`config.mk`:
```
export PLATFORM = sky130hd
export DESIGN_NAME = elastic_arbiter_multiplexer_flat
export DESIGN_NICKNAME = d
export VERILOG_FILES = /design/src/rtl/elastic_arbiter_multiplexer_if.sv /design/src/rtl/elastic_arbiter_multiplexer.sv /design/src/flat_wrapper.sv
export SDC_FILE = /design/constraint.sdc
export NUM_CORES = 1
export LEC_CHECK = 0
export CORE_AREA = 2 2 179 93
export CTS_CLUSTER_DIAMETER = 60
export CTS_CLUSTER_SIZE = 14
export DETAILED_ROUTE_END_ITERATION = 10
export DIE_AREA = 0 0 181 95
export GPL_ROUTABILITY_DRIVEN = 0
export MAX_ROUTING_LAYER = met4
export PLACE_DENSITY = 0.69
export SETUP_SLACK_MARGIN = 0.3
export SYNTH_ARGS = -nofsm -noshare
export SYNTH_HDL_FRONTEND = slang
export SYNTH_HIERARCHICAL = 1
export SYNTH_SLANG_ARGS = --single-unit
export TNS_END_PERCENT = 10
```
`constraint.sdc`:
```
create_clock -name clk -period 5.55 [get_ports clk]
set_input_delay 0.8325 -clock clk [delete_from_list [all_inputs] [get_ports clk]]
set_output_delay 0.8325 -clock clk [all_outputs]
set_load 0.05 [all_outputs]
```
`src/rtl/elastic_arbiter_multiplexer_if.sv`:
```
// Handshake bundle for the elastic arbiter mux: N upstream channels in, one buffered stream out.
interface elastic_arbiter_multiplexer_if #(
  parameter int DATA_WIDTH           = 32,
  parameter int INPUT_NUM            = 4,
  parameter int INPUT_NUM_BIT_LENGTH = 2
);
  logic [INPUT_NUM-1:0][DATA_WIDTH-1:0] data_input;
  logic [INPUT_NUM-1:0]                 valid_input;
  logic [INPUT_NUM-1:0]                 stop_input;
  logic [DATA_WIDTH-1:0]                data_output;
  logic                                 valid_output;
  logic                                 stop_output;
  logic [INPUT_NUM_BIT_LENGTH-1:0]      output_index;
  logic [INPUT_NUM_BIT_LENGTH-1:0]      input_data_index;
  logic                                 arbitration_mode;

  modport slave (
    input  data_input, valid_input, stop_output, input_data_index, arbitration_mode,
    output stop_input, data_output, valid_output, output_index
  );

  modport master (
    output data_input, valid_input, stop_output, input_data_index, arbitration_mode,
    input  stop_input, data_output, valid_output, output_index
  );
endinterface

```
`src/rtl/elastic_arbiter_multiplexer.sv`:
```
// N-input elastic mux: static or round-robin grant feeding a registered FIFO, so
// upstream stop never depends combinationally on downstream stop.
module elastic_arbiter_lane #(
  parameter int IW   = 2,
  parameter int LANE = 0
) (
  input  logic [IW-1:0] gnt_i,
  input  logic          gnt_vld_i,
  input  logic          full_i,
  output logic          stop_o
);
  assign stop_o = !(gnt_vld_i && (gnt_i == IW'(LANE)) && !full_i);
endmodule

module elastic_arbiter_multiplexer #(
  parameter int DATA_WIDTH           = 32,
  parameter int INPUT_NUM            = 4,
  parameter int INPUT_NUM_BIT_LENGTH = 2,
  parameter int BUFFER_DEPTH         = 2
) (
  input  logic                          clk,
  input  logic                          reset,
  elastic_arbiter_multiplexer_if.slave  bus
);
  localparam int IW = INPUT_NUM_BIT_LENGTH;
  localparam int PW = (BUFFER_DEPTH > 1) ? $clog2(BUFFER_DEPTH) : 1;
  localparam int CW = $clog2(BUFFER_DEPTH + 1);
  localparam logic [CW-1:0] DEPTH_C  = CW'(BUFFER_DEPTH);
  localparam logic [PW-1:0] LAST_PTR = PW'(BUFFER_DEPTH - 1);
  localparam logic [IW:0]   NUM_C    = (IW+1)'(INPUT_NUM);
  localparam logic [IW-1:0] LG_RST   = IW'(INPUT_NUM - 1);

  typedef struct packed {
    logic [IW-1:0]         idx;
    logic [DATA_WIDTH-1:0] data;
  } entry_t;

  entry_t                mem_q [BUFFER_DEPTH];
  logic [PW-1:0]         rd_ptr_q, rd_ptr_d, wr_ptr_q, wr_ptr_d;
  logic [CW-1:0]         count_q, count_d;
  logic [IW-1:0]         last_grant_q, last_grant_d;
  logic [IW-1:0]         rr_gnt, gnt;
  logic [IW:0]           cand;
  logic                  rr_vld, gnt_vld, full, push, pop, sel_vld;
  logic [DATA_WIDTH-1:0] sel_data;

  // Scan from farthest to nearest so the candidate right after last_grant wins.
  always_comb begin
    rr_gnt = '0;
    rr_vld = 1'b0;
    cand   = '0;
    for (int k = INPUT_NUM; k >= 1; k--) begin
      cand = {1'b0, last_grant_q} + (IW+1)'(k);
      if (cand >= NUM_C) cand = cand - NUM_C;
      if (bus.valid_input[cand[IW-1:0]]) begin
        rr_gnt = cand[IW-1:0];
        rr_vld = 1'b1;
      end
    end
  end

  assign gnt     = bus.arbitration_mode ? rr_gnt : bus.input_data_index;
  assign gnt_vld = bus.arbitration_mode ? rr_vld : ({1'b0, bus.input_data_index} < NUM_C);

  always_comb begin
    sel_vld  = 1'b0;
    sel_data = '0;
    for (int i = 0; i < INPUT_NUM; i++) begin
      if (gnt == IW'(i)) begin
        sel_vld  = bus.valid_input[i];
        sel_data = bus.data_input[i];
      end
    end
  end

  assign full = (count_q == DEPTH_C);
  assign push = gnt_vld && sel_vld && !full && !reset;
  assign pop  = bus.valid_output && !bus.stop_output;

  for (genvar i = 0; i < INPUT_NUM; i++) begin : g_lane
    elastic_arbiter_lane #(.IW(IW), .LANE(i)) u_lane (
      .gnt_i     (gnt),
      .gnt_vld_i (gnt_vld),
      .full_i    (full),
      .stop_o    (bus.stop_input[i])
    );
  end

  always_comb begin
    wr_ptr_d     = wr_ptr_q;
    rd_ptr_d     = rd_ptr_q;
    count_d      = count_q;
    last_grant_d = last_grant_q;
    if (push) begin
      wr_ptr_d = (wr_ptr_q == LAST_PTR) ? '0 : wr_ptr_q + 1'b1;
      if (bus.arbitration_mode) last_grant_d = gnt;
    end
    if (pop) rd_ptr_d = (rd_ptr_q == LAST_PTR) ? '0 : rd_ptr_q + 1'b1;
    case ({push, pop})
      2'b10:   count_d = count_q + 1'b1;
      2'b01:   count_d = count_q - 1'b1;
      default: count_d = count_q;
    endcase
  end

  always_ff @(posedge clk) begin
    if (reset) begin
      rd_ptr_q     <= '0;
      wr_ptr_q     <= '0;
      count_q      <= '0;
      last_grant_q <= LG_RST;
      for (int i = 0; i < BUFFER_DEPTH; i++) mem_q[i] <= '0;
    end else begin
      rd_ptr_q     <= rd_ptr_d;
      wr_ptr_q     <= wr_ptr_d;
      count_q      <= count_d;
      last_grant_q <= last_grant_d;
      if (push) mem_q[wr_ptr_q] <= '{idx: gnt, data: sel_data};
    end
  end

  assign bus.valid_output = (count_q != '0);
  assign bus.data_output  = mem_q[rd_ptr_q].data;
  assign bus.output_index = mem_q[rd_ptr_q].idx;
endmodule
```
`src/flat_wrapper.sv`:
```
// flat-port wrapper written by rule: the top's interface ports become plain ports
module elastic_arbiter_multiplexer_flat 
#(
  parameter int DATA_WIDTH           = 32,
  parameter int INPUT_NUM            = 4,
  parameter int INPUT_NUM_BIT_LENGTH = 2,
  parameter int BUFFER_DEPTH         = 2
)
  (clk, reset, bus_data_input, bus_valid_input, bus_stop_output, bus_input_data_index, bus_arbitration_mode, bus_stop_input, bus_data_output, bus_valid_output, bus_output_index);
  elastic_arbiter_multiplexer_if #(.DATA_WIDTH(DATA_WIDTH), .INPUT_NUM(INPUT_NUM), .INPUT_NUM_BIT_LENGTH(INPUT_NUM_BIT_LENGTH)) bus_i ();
  input  logic clk;
  input  logic reset;
  input wire logic [$bits(bus_i.data_input)-1:0] bus_data_input;
  input wire logic [$bits(bus_i.valid_input)-1:0] bus_valid_input;
  input wire logic [$bits(bus_i.stop_output)-1:0] bus_stop_output;
  input wire logic [$bits(bus_i.input_data_index)-1:0] bus_input_data_index;
  input wire logic [$bits(bus_i.arbitration_mode)-1:0] bus_arbitration_mode;
  output wire logic [$bits(bus_i.stop_input)-1:0] bus_stop_input;
  output wire logic [$bits(bus_i.data_output)-1:0] bus_data_output;
  output wire logic [$bits(bus_i.valid_output)-1:0] bus_valid_output;
  output wire logic [$bits(bus_i.output_index)-1:0] bus_output_index;
  assign bus_i.data_input = bus_data_input;
  assign bus_i.valid_input = bus_valid_input;
  assign bus_i.stop_output = bus_stop_output;
  assign bus_i.input_data_index = bus_input_data_index;
  assign bus_i.arbitration_mode = bus_arbitration_mode;
  assign bus_stop_input = bus_i.stop_input;
  assign bus_data_output = bus_i.data_output;
  assign bus_valid_output = bus_i.valid_output;
  assign bus_output_index = bus_i.output_index;
  elastic_arbiter_multiplexer #(.DATA_WIDTH(DATA_WIDTH), .INPUT_NUM(INPUT_NUM), .INPUT_NUM_BIT_LENGTH(INPUT_NUM_BIT_LENGTH), .BUFFER_DEPTH(BUFFER_DEPTH)) u_core (.clk(clk), .reset(reset), .bus(bus_i));
endmodule
```
Word level (Yosys, flattened, before mapping)
Memories as Yosys holds them, arrays and structs flattened. A register that Yosys moved wholly into a read port is not among the register bits.
Cells that the tools add are included.
{"block": "totals", "in_bits": 138, "word_cells": 98, "reg_bits": 6, "n_memories": 1, "output_inout_bits": 39, "ramBits": 68}
{"block": "op_classes", "n_eq_ne": 6, "reduce_logical": 24, "muxes": 43, "n_lt_le_gt_ge": 8, "addsub": 12}
{"name": "u_core.mem_q", "depth": 2, "word_bits": 34, "rd": 1, "rd_clocked_by_memory_dff": 1, "wr": 2, "line": "elastic_arbiter_multiplexer.sv:38", "source": "entry_t mem_q [BUFFER_DEPTH];"}
{"cell": "two-way mux 32 bit", "count": 4}
{"cell": "two-way mux 34 bit", "count": 1}
{"cell": "OR reduction 34 bit", "count": 1}
{"cell": "two-way mux 1 bit", "count": 24}
{"cell": "two-way mux 2 bit", "count": 9}
{"cell": "greater-or-equal comparator 3 bit (second input constant)", "count": 4}
{"cell": "logical AND 1 bit", "count": 12}
{"cell": "less-than comparator 2 x 3 -> 1 bit (second input constant)", "count": 4}
{"cell": "subtractor 2 x 1 -> 2 bit (second input constant)", "count": 5}
{"cell": "binary-select mux 1 bit (select 2 bit)", "count": 4}
{"cell": "equality test 2 bit (second input constant)", "count": 4}
{"cell": "zero test 1 bit", "count": 7}
{"cell": "adder 2 x 2 -> 3 bit (second input constant)", "count": 2}
{"cell": "equality test 2 x 1 -> 1 bit (second input constant)", "count": 2}
{"cell": "one-hot mux 2 bit (2 select lines)", "count": 1}
{"cell": "nonzero test 2 bit", "count": 2}
{"cell": "adder 2 x 1 -> 3 bit (second input constant)", "count": 1}
{"cell": "adder 2 x 3 -> 3 bit (second input constant)", "count": 1}
{"cell": "adder 1 bit (second input constant)", "count": 2}
{"cell": "adder 2 x 1 -> 2 bit (second input constant)", "count": 1}
{"cell": "zero test 2 bit", "count": 1}
{"cell": "AND reduction 2 bit", "count": 1}

Logic depth before layout (Yosys ltp)
{"block": "depth", "word_depth": 23, "mapped_depth": 13, "depth_no_buf": 11}

Hierarchy
Netlist, hierarchy kept.
{"module": "elastic_arbiter_multiplexer", "cells_each": 376, "seq_area_each_um2": 2182.1, "n_inst": 1, "area_each_um2": 4589.4}
{"module": "elastic_arbiter_lane at u_core.g_lane[1].u_lane ...", "cells_each": 1, "seq_area_each_um2": 0.0, "n_inst": 2, "area_each_um2": 11.3}
{"module": "elastic_arbiter_lane at u_core.g_lane[0].u_lane", "cells_each": 1, "seq_area_each_um2": 0.0, "n_inst": 1, "area_each_um2": 10.0}
{"module": "elastic_arbiter_lane at u_core.g_lane[3].u_lane", "cells_each": 1, "seq_area_each_um2": 0.0, "n_inst": 1, "area_each_um2": 8.8}

Worst setup path before layout
Ideal clock, no wire load.
{"block": "synth_timing", "path_type": "input to register", "from": "input port bus_valid_input[3]", "to": "memory u_core/mem_q[0][0] in the netlist's numbering, enable pin", "cell_stages": 7, "setup_time_ns": 0.433, "required_time_ns": 5.117, "path_slack_ns": 1.467, "arrival_time_ns": 3.650, "path_buffers": 1, "cell_sequence": "buf_6 -> nor2b_4 -> a221o_1 -> o31a_1 -> o311ai_2 -> nand3_1 -> o21bai_1"}
{"item": "from (decl)", "line": "flat_wrapper.sv:14", "source": "input wire logic [$bits(bus_i.valid_input)-1:0] bus_valid_input;"}
{"item": "to (decl)", "line": "elastic_arbiter_multiplexer.sv:38"}

Worst setup path in the final report
{"block": "layout_timing", "from": "input port bus_valid_input[1]", "to": "output port bus_stop_input[0]"}
{"block": "layout_via", "elab_chain_cells": 11, "elab_cells_between_ends": 22, "classes_between": "mux (18); reduce/logical (4)"}
{"item": "binary-select mux 1 bit (select 2 bit)", "line": "elastic_arbiter_multiplexer.sv:55", "source": "if (bus.valid_input[cand[IW-1:0]]) begin"}
{"item": "two-way mux 1 bit (not written as such)", "line": "elastic_arbiter_multiplexer.sv:55"}
{"item": "two-way mux 2 bit (4 in a row)", "line": "elastic_arbiter_multiplexer.sv:55"}
{"item": "two-way mux 2 bit", "line": "elastic_arbiter_multiplexer.sv:62", "source": "assign gnt = bus.arbitration_mode ? rr_gnt : bus.input_data_index;"}
{"item": "zero test 2 bit", "line": "elastic_arbiter_multiplexer.sv:12", "source": "assign stop_o = !(gnt_vld_i && (gnt_i == IW'(LANE)) && !full_i);"}
{"item": "logical AND 1 bit (*) (2 in a row)", "line": "elastic_arbiter_multiplexer.sv:12"}
{"item": "zero test 1 bit (*)", "line": "elastic_arbiter_multiplexer.sv:12"}
{"item": "to (decl)", "line": "flat_wrapper.sv:18", "source": "output wire logic [$bits(bus_i.stop_input)-1:0] bus_stop_input;"}
Mark *: on every way between the ends. The rest lies on a longest branch, timed or not. The select of a mux whose other input is x is not followed.

==> impl_metrics.ini <==
[worst_setup_path]
crit_path_end = bus_stop_input[0]
reg2reg_to = u_core/mem_q[0][13]$_SDFFCE_PN0P_
worst_ep_required_time_ns = 4.72
critPathMostFrequentCell = clkdlybuf4s50_1
timing.critical_path.buf_inv = 3
startpoint = bus_valid_input[1]
crit-reg2reg-launch = u_core/last_grant_q[0]$_SDFFE_PP1P_
worstSetupStartpointType = primary input
criticalPathCategory = primary input to output pin
timing.critical_path.slowest_stage_cell = clkdlybuf4s50_1
critPathMaxStageDelay_ns = 0.72
ff2ff_setup_slack_ns = 2.00
critPathTopFamily = buffers and inverters
critPathMaxFanout = 20
cell_count_along_the_critical_path = 7
rr_worst_depth = 8
critical_path.cell_chain = clkdlybuf4s50_1, nor2b_2, o21bai_1, a41o_1, clkinv_2, or4b_1, clkdlybuf4s50_1
kind_of_capture_point_of_the_worst_setup_path = output pin
arrival_ns = 3.93

[finish]
filler_cell_count = 1478
area_growth_pct = 48.8
fraction_of_layout_cells_with_a_size_suffix_above_1 = 0.180
layout.cell_area.non_filler_um2 = 6890
layoutNonFillerInstCount = 761
num_antenna_cells = 0
final_nets = 685
final_util = 0.435

[cts]
cts_post_setup_buffers_inserted = 0
clock_tree.htree_level_count = 3
cts_buffers = 9
cts.sinks = 75
cts_hold_fix_bufs = 0
cts.clk_slew.worst_paths_ns = 0.06
cts_tree = done
clk_path_buf_depth = 2
cts_root_buf = clkbuf_16
post_cts_resize_count = 0
clk_latency_ns = 0.33

[placement]
placed_cell_area_um2 = 6550
placement.io_buffers = 176
dp_worst_setup_slack_ns = 0.836
place_inst = 745
dpl.hpwl_mm = 8.42

[route]
remaining_number_of_nets_flagged_by_the_antenna_check_after_routing = 0
routed_wl_mm = 12.0
number_of_vias_per_cell_after_detailed_routing = 4.67
wl_per_cell_um = 15.7
drt_iter0_drc = 213
first_pass_iters = 5
drc = 0
dr_total_vias = 3555

[pwr]
power_per_cell_area_nw_per_um2 = 416
vdd_ir_max_mv = 0.169
leakage_nw = 2.79
fin_total_pwr_mw = 2.86

[logic_synthesis]
synth.lib_cells_used.distinct = 46
netlist_top_cells_area = edfxtp_1 44%, mux2i_1 14%, mux2_2 9.2%
synth_common_cells = 79 x nor2_1, 68 x edfxtp_1, 64 x mux2i_1
yosys_warnings = 6
ys_ff_latch = 75
synth_top_cell_by_area = edfxtp_1
synth-seq-area-share = 0.471
synth-edff-count = 68
postSynthNetCount = 519
synth.cell_area_um2 = 4630
postSynthCellCount = 380
synth.most_common_cell = nor2_1
synth_top_area_share = 0.441
async_reset_ff_frac = 0
avg_synthesized_cell_area_um2 = 12.2
synth-main-ff-cell = edfxtp_1

[sta]
post-route-min-period_ns = 4.76
timing_worst_slew_pin_value_ns = 0.928
finalWorstSetupSlack_ns = 0.787
final-max-slew-violation-count = 0
fin_worst_skew_ns = 0.00816
slew_headroom = 0.382
fin_crit_sh = 0.858
rsz_0062_raised_after_global_routing = false
fin_worst_hold_slack_ns = 0.505
report.final.hold_viol_count = 0
setup_viol = 0
maxClockFrequency_mhz = 210
setup_total_negative_slack_ns = 0

[grt]
largest_net_degree_at_the_start_of_global_routing = 51
wire_length_of_the_first_global_routing_pass_mm = 18.4
antenna_found_initial = 0
gr-total-overflow = 0
grtUsageTotal = 0.145
grt_pass1_vias = 3663

[floorplanning]
design.die.area_um2 = 17200
io-pin-count = 177
start_util = 0.292
placeable_core_region_um2 = 15900
die_w_um = 181
placementRows = 33
die_h_um = 95

[flow_run]
drv.max_cap_violation_count = 0

[worst_hold_path]
hold_path.class = flip-flop to flip-flop

[status]
run_status = completed
-- cell usage in the layout (no fill, tap or decap), types with 3 or more instances in the layout --
master           synthesis  final
clkdlybuf4s50_1          0    176
nand2_1                  6      6
bufinv_16                0      3
clkbuf_16                0      9
buf_4                    5      5
mux2_2                  38     38
nor2b_1                  6      6
mux2_4                  28     28
nor3_1                   3      3
inv_1                    4      4
edfxtp_1                68     68
mux2i_1                 64     64
a21oi_1                  5      5
nor2_1                  79     79
o21ai_0                  6      6
dfxtp_1                  7      6
-- flip-flops by register name, indices dropped and copies added (netlist names), named ones only --
signal	count
u_core/count_q	2
u_core/last_grant_q	2
u_core/rd_ptr_q	1
u_core/mem_q	68
u_core/wr_ptr_q	1
-- kinds of logic after synthesis --
family / synth area share
fa+ha+maj: 0.00270
simple gates: 0.117
flops: 0.471
mux: 0.322
xor+xnor: 0.00568
compound gates: 0.0422
buf+inv: 0.0400
-- cell type report --
cell class	count	area, um^2	area share
Inverter	5	20.0	0.00290
Clock inverter	4	98.8	0.0143
Timing Repair Buffer	181	1800	0.261
Multi-Input combinational cell	274	2280	0.331
Clock buffer	12	246	0.0358
Tap cell	210	263	0.0381
Sequential cell	75	2180	0.317
-- worst min-delay path by stage --
stage	to	cells past startpoint	slack, ns	startpoint
floorplan	u_core/count_q[1]$_SDFFE_PP0P_	2	0.46	u_core/count_q[1]$_SDFFE_PP0P_
global placement	u_core/count_q[1]$_SDFFE_PP0P_	2	0.47	u_core/count_q[1]$_SDFFE_PP0P_
global route	u_core/rd_ptr_q$_SDFFE_PP0P_	2	0.55	u_core/rd_ptr_q$_SDFFE_PP0P_
CTS	u_core/count_q[1]$_SDFFE_PP0P_	2	0.51	u_core/count_q[1]$_SDFFE_PP0P_
detailed placement	u_core/count_q[1]$_SDFFE_PP0P_	2	0.49	u_core/count_q[1]$_SDFFE_PP0P_
finish	u_core/count_q[1]$_SDFFE_PP0P_	2	0.50	u_core/count_q[1]$_SDFFE_PP0P_
-- report_power, final --
group	switching (mW)	internal, mW	leakage [nW]	total [mW]
clock	0.211	0.452	0.167	0.663
combinational	0.777	0.559	1.84	1.34
sequential	0.0811	0.784	0.784	0.865
total	1.07	1.80	2.79	2.86
-- layer usage --
metal,vias up,routed length [um],track usage
met4,0,72,0.0346
met5,-,0,-
met1,1660,5470,0.177
met3,10,1030,0.0528
li1,1722,-,-
met2,163,5390,0.232
-- worst min-delay path, stage by stage, from the launching register on --
cell and delay, ns:
dfxtp_1 0.32, o21ai_0 0.07, a21oi_1 0.06
Note: power is estimated with default switching activity, not from simulation.
